[config.mk]
export PLATFORM = sky130hd
export DESIGN_NAME = instr_issue_queue
export DESIGN_NICKNAME = d
export VERILOG_FILES = /design/src/rtl/riscv_pkg.sv /design/src/rtl/sync_fifo.sv /design/src/rtl/instr_issue_queue.sv
export SDC_FILE = /design/constraint.sdc
export NUM_CORES = 1
export LEC_CHECK = 0
export ABC_AREA = 1
export CORE_ASPECT_RATIO = 1.75
export CORE_MARGIN = 2
export CORE_UTILIZATION = 53
export DETAILED_ROUTE_END_ITERATION = 8
export GPL_TIMING_DRIVEN = 0
export PLACE_DENSITY = 0.75
export SETUP_SLACK_MARGIN = 0.02
export SLEW_MARGIN = 20
export SYNTH_ARGS = -nofsm -noshare
export SYNTH_HDL_FRONTEND = slang
export SYNTH_SLANG_ARGS = --single-unit
export TNS_END_PERCENT = 100
[constraint.sdc]
create_clock -name cpu_clk -period 2.8 [get_ports cpu_clk]
set_clock_uncertainty 0.2 [all_clocks]
set_input_delay 0.42 -clock cpu_clk [delete_from_list [all_inputs] [get_ports cpu_clk]]
set_output_delay 0.42 -clock cpu_clk [all_outputs]
set_load 0.1 [all_outputs]
[src/rtl/riscv_pkg.sv]
// Shared RV32I constants and issue-queue types.
// Imported by the instruction issue path and its FIFO.
package riscv_pkg;

    localparam int XLEN = 32;

    localparam logic [6:0] I_TYPE_OP = 7'b0010011;
    localparam logic [6:0] R_TYPE_OP = 7'b0110011;

    localparam logic [2:0] F3_ADD     = 3'b000;
    localparam logic [2:0] F3_SLL     = 3'b001;
    localparam logic [2:0] F3_SLT     = 3'b010;
    localparam logic [2:0] F3_SLTU    = 3'b011;
    localparam logic [2:0] F3_XOR     = 3'b100;
    localparam logic [2:0] F3_SRL_SRA = 3'b101;
    localparam logic [2:0] F3_OR      = 3'b110;
    localparam logic [2:0] F3_AND     = 3'b111;

    localparam logic [XLEN-1:0] BUBBLE_INSTR = 32'h0;

    typedef enum logic [1:0] {
        IDLE  = 2'd0,
        ISSUE = 2'd1,
        GAP   = 2'd2
    } issue_state_e;

    function automatic logic [6:0] opcode_of(input logic [XLEN-1:0] instr);
        return instr[6:0];
    endfunction

    function automatic logic [2:0] funct3_of(input logic [XLEN-1:0] instr);
        return instr[14:12];
    endfunction

endpackage

[src/rtl/sync_fifo.sv]
// Single-clock FIFO with registered occupancy flags and sticky overflow.
// The head word is visible combinationally on rd_data.
module sync_fifo
    import riscv_pkg::*;
#(
    parameter  int DEPTH = 8,
    parameter  int WIDTH = XLEN,
    localparam int AW    = $clog2(DEPTH)
) (
    input  logic             clk,
    input  logic             rst,
    input  logic             wr_en,
    input  logic [WIDTH-1:0] wr_data,
    input  logic             rd_en,
    output logic [WIDTH-1:0] rd_data,
    output logic             full,
    output logic             empty,
    output logic [AW:0]      count,
    output logic             ovf
);

    logic [WIDTH-1:0] mem_q [DEPTH];
    logic [AW-1:0]    wr_ptr_q, wr_ptr_d;
    logic [AW-1:0]    rd_ptr_q, rd_ptr_d;
    logic [AW:0]      count_q, count_d;
    logic             full_q, full_d;
    logic             empty_q, empty_d;
    logic             ovf_q, ovf_d;
    logic             push;
    logic             pop;

    // Acceptance uses the registered flags only, so a pop never frees a slot
    // for a write in the same cycle.
    assign push = wr_en & ~full_q;
    assign pop  = rd_en & ~empty_q;

    always_comb begin
        wr_ptr_d = wr_ptr_q;
        rd_ptr_d = rd_ptr_q;
        count_d  = count_q;
        ovf_d    = ovf_q | (wr_en & full_q);
        if (push) begin
            wr_ptr_d = wr_ptr_q + AW'(1);
        end
        if (pop) begin
            rd_ptr_d = rd_ptr_q + AW'(1);
        end
        unique case ({push, pop})
            2'b10:   count_d = count_q + (AW+1)'(1);
            2'b01:   count_d = count_q - (AW+1)'(1);
            default: count_d = count_q;
        endcase
        full_d  = (count_d == (AW+1)'(DEPTH));
        empty_d = (count_d == '0);
    end

    always_ff @(posedge clk or posedge rst) begin
        if (rst) begin
            wr_ptr_q <= '0;
            rd_ptr_q <= '0;
            count_q  <= '0;
            full_q   <= 1'b0;
            empty_q  <= 1'b1;
            ovf_q    <= 1'b0;
        end else begin
            wr_ptr_q <= wr_ptr_d;
            rd_ptr_q <= rd_ptr_d;
            count_q  <= count_d;
            full_q   <= full_d;
            empty_q  <= empty_d;
            ovf_q    <= ovf_d;
        end
    end

    always_ff @(posedge clk) begin
        if (push) begin
            mem_q[wr_ptr_q] <= wr_data;
        end
    end

    assign rd_data = mem_q[rd_ptr_q];
    assign full    = full_q;
    assign empty   = empty_q;
    assign count   = count_q;
    assign ovf     = ovf_q;

endmodule

[src/rtl/instr_issue_queue.sv]
// Buffers loader-written RV32I words and paces them onto the CPU
// instruction port: HOLD_CYCLES valid, then GAP_CYCLES of bubble.
module instr_issue_queue
    import riscv_pkg::*;
#(
    parameter  int DEPTH       = 8,
    parameter  int HOLD_CYCLES = 5,
    parameter  int GAP_CYCLES  = 1,
    localparam int AW          = $clog2(DEPTH)
) (
    input  logic            cpu_clk,
    input  logic            cpu_rst,
    input  logic            wr_en,
    input  logic [XLEN-1:0] wr_data,
    output logic            full,
    output logic            empty,
    output logic [AW:0]     count,
    output logic            ovf,
    output logic [XLEN-1:0] cpu_instruction,
    output logic            cpu_instruction_RDY_BSY,
    output logic            issue_pulse
);

    localparam int CMAX = (HOLD_CYCLES > GAP_CYCLES) ? HOLD_CYCLES : GAP_CYCLES;
    localparam int CW   = (CMAX > 1) ? $clog2(CMAX) : 1;

    localparam logic [CW-1:0] HOLD_LD = CW'(HOLD_CYCLES - 1);
    localparam logic [CW-1:0] GAP_LD  = (GAP_CYCLES > 0) ? CW'(GAP_CYCLES - 1) : '0;

    issue_state_e    state_q, state_d;
    logic [CW-1:0]   cnt_q, cnt_d;
    logic [XLEN-1:0] instr_q, instr_d;
    logic            rdy_q, rdy_d;
    logic            pulse_q, pulse_d;
    logic            launch;
    logic [XLEN-1:0] head;

    sync_fifo #(
        .DEPTH (DEPTH),
        .WIDTH (XLEN)
    ) u_fifo (
        .clk     (cpu_clk),
        .rst     (cpu_rst),
        .wr_en   (wr_en),
        .wr_data (wr_data),
        .rd_en   (launch),
        .rd_data (head),
        .full    (full),
        .empty   (empty),
        .count   (count),
        .ovf     (ovf)
    );

    always_comb begin
        state_d = state_q;
        cnt_d   = cnt_q;
        instr_d = instr_q;
        rdy_d   = rdy_q;
        pulse_d = 1'b0;
        launch  = 1'b0;

        unique case (state_q)
            IDLE: begin
                instr_d = BUBBLE_INSTR;
                rdy_d   = 1'b0;
                launch  = ~empty;
            end
            ISSUE: begin
                if (cnt_q != '0) begin
                    cnt_d = cnt_q - CW'(1);
                end else if (GAP_CYCLES > 0) begin
                    instr_d = BUBBLE_INSTR;
                    rdy_d   = 1'b0;
                    cnt_d   = GAP_LD;
                    state_d = GAP;
                end else if (!empty) begin
                    launch = 1'b1;
                end else begin
                    instr_d = BUBBLE_INSTR;
                    rdy_d   = 1'b0;
                    state_d = IDLE;
                end
            end
            GAP: begin
                if (cnt_q != '0) begin
                    cnt_d = cnt_q - CW'(1);
                end else if (!empty) begin
                    launch = 1'b1;
                end else begin
                    state_d = IDLE;
                end
            end
            default: begin
                instr_d = BUBBLE_INSTR;
                rdy_d   = 1'b0;
                state_d = IDLE;
            end
        endcase

        // Every pop funnels through here so all paths load the same way.
        if (launch) begin
            instr_d = head;
            rdy_d   = 1'b1;
            pulse_d = 1'b1;
            cnt_d   = HOLD_LD;
            state_d = ISSUE;
        end
    end

    always_ff @(posedge cpu_clk or posedge cpu_rst) begin
        if (cpu_rst) begin
            state_q <= IDLE;
            cnt_q   <= '0;
            instr_q <= BUBBLE_INSTR;
            rdy_q   <= 1'b0;
            pulse_q <= 1'b0;
        end else begin
            state_q <= state_d;
            cnt_q   <= cnt_d;
            instr_q <= instr_d;
            rdy_q   <= rdy_d;
            pulse_q <= pulse_d;
        end
    end

    assign cpu_instruction         = instr_q;
    assign cpu_instruction_RDY_BSY = rdy_q;
    assign issue_pulse             = pulse_q;

endmodule

==> metrics.txt <==
clk buf depth=3; layout cell share with drive strength beyond 1=under 10%; Mean Syn Cell Area=13.4 sq um; HPWL Detailed=about 19 mm; Port Buf Inserts=75; largest net degree at the start of global routing=35; worst-skew pair later-pin latency=approximately 0.54 ns; CTS tree=yes; Die H=202 um; Util after Layout=63.7%; Slew HR=between 30% and 40%; PnR worst setup slack=between 0.07 and 0.08 ns; Synth Net Count=929; first-pass GRT wire length=45.2 mm; Worst setup EP type=output pin; hold_ws=0.273 ns; max cap viols=0; Peak VDD IR=roughly 0.0011 V; most frequent cells in the layout=256 x edfxtp_1, 134 x nor2_1, 133 x o21ai_0; nets@finish=1042; Hold WC Path Type=reg -> reg; Sink Count=308; critical-path cell list=clkdlybuf4s50_1; htree depth=1; Cell Count Post-Placement=1267; worst-path fanout max=4; CP top delay family=buffers and inverters; DR vias=7898; Setup CP Type=reg -> out; core area=0.0221 sq mm; Max Clk Rate=~370 MHz; cell count after synthesis=888; RePlAce Congestion=between 0.7 and 0.8; Final setup viols=0; Cell variety after synth=30; num rows=72; final WL=just under 30 mm; root buf cell=clkbuf_16; post-route ant nets=0; post-synthesis sequential element count=308; Worst Setup Start Kind=flip-flop; Die X=117 um; GRT overflow=0; Avg WL per Cell=approximately 23 um; asr flop ratio synth=16.9%; arrival time at the worst endpoint=2.10 ns; vias in the first global route=a little over 8000; via/cell ratio=6.00; Layout Cells excl Fill=1316; Post-Syn Area=roughly 0.012 sq mm; period utilization=97.3%; critical path's largest stage delay=roughly 1.2 ns; final setup TNS=0 ns; Power Density=1180 mW/mm^2; RSZ-0062 raised after global routing=false; Max stage delay cell, worst path=clkdlybuf4s50_1; drt pass-1 iters=6; antenna cells=0; Initial Utilization=53.9%; Syn. warnings=0; Setup WS pre-CTS=-0.199 ns; I/O pin count=76; number of flops mapped to enable cells by yosys=256; top_reg_cell synth=edfxtp_1; CTS Buf Count=26; sequential area share after synthesis=approximately 76%; DRC Markers=0; total die area=0.0237 sq mm; Pleak=slightly below 5 nW; Slew @ Worst Pin=0.974 ns; initial antenna violation count=0; Pins Over Slew Limit=0; worst endpoint required time=2.18 ns; postcts setup bufs=0; Fin. Hold Viols=0; crit path time final=~2.7 ns; Synth-to-Final Area Change=18.3%; clk slew on worst S/H paths=0.07 ns; worst path buffer plus inverter count=1; most common cell after layout, fill and taps aside=edfxtp_1; total track usage=25.7%; DR iter-0 viols=around 870; outcome=finished clean
==> final timing paths <==
kind	depth (start not counted)	from	slack, ns	endpoint
hold / removal	1	u_fifo.ovf	0.27	u_fifo.ovf
hold reg to reg	1	u_fifo.ovf	0.27	u_fifo.ovf
setup / recovery	1	u_fifo.count[0]	0.08	count[0]
min in group asynchronous	3	cpu_rst	0.54	cpu_instruction[2]
setup reg to reg	9	cnt_q[0]	0.39	cpu_instruction[6]
max in group asynchronous	4	cpu_rst	1.32	u_fifo.empty
==> what timing repair did <==
action / 4_1_cts / 5_1_grt
gates resized for setup: 1 / 0
endpoints found under the hold margin: 6 / 0
hold buffers: 1 / 0
setup endpoints to repair: 1 / 0
==> Yosys cell counts, types with 6 or more instances <==
library cell	number	share of area, %
edfxtp_1	256	65
nor2_1	142	4.5
o21ai_0	133	5.6
nand2_1	90	2.8
o221ai_1	64	4.7
dfrtp_1	51	11
nand3_1	39	1.6
clkbuf_1	33	1.0
inv_1	20	0.63
buf_2	19	0.80
ha_1	6	0.63
==> per-stage QoR <==
stage / total power, mW / cell area (sq um)
6_report: 16.6 / 14100
5_1_grt: 17.3 / 14100
4_1_cts: 16.6 / 14000
3_5_place_dp: 13.3 / 13300
3_3_place_gp: 13.0 / 13000
2_1_floorplan: 10.9 / 11900
==> where the power goes <==
part           leakage [nW]  internal (mW)  switching [mW]
clock network         0.380           1.79            1.55
logic                  1.56           1.78            5.34
registers              2.98           5.83           0.292
==> kinds of logic after synthesis <==
| family | share of synthesized area, % |
|---|---|
| xor+xnor | 0.368 |
| simple gates | 9.90 |
| compound gates | 10.8 |
| flops | 75.6 |
| fa+ha+maj | 0.631 |
| buf+inv | 2.73 |
==> layer usage <==
layer	share of wire [%]	vias up	global-route usage, %
li1	-	3504	-
met2	53	425	45.8
met3	7.6	87	3.09
met5	0	-	0
met1	36	3882	31.2
met4	3.7	0	10.1
==> flip-flops by register name, indices dropped and copies added (netlist names), 2 cells and up <==
| register | count |
|---|---|
| u_fifo.wr_ptr_q | 3 |
| state_q | 2 |
| cnt_q | 3 |
| u_fifo.count | 4 |
| u_fifo.rd_ptr_q | 3 |
| cpu_instruction | 32 |
| u_fifo.mem_q | 256 |
==> area by class of cell <==
class | count | area, sq um
Inverter | 23 | 88.8
Clock inverter | 10 | 45.0
Fill cell | 1615 | 8010
Buffer | 55 | 238
Tap cell | 296 | 370
Timing Repair Buffer | 85 | 970
Multi-Input combinational cell | 502 | 2640
Sequential cell | 308 | 8990
Clock buffer | 37 | 723
No activity file was read; power rests on OpenSTA's default activity.
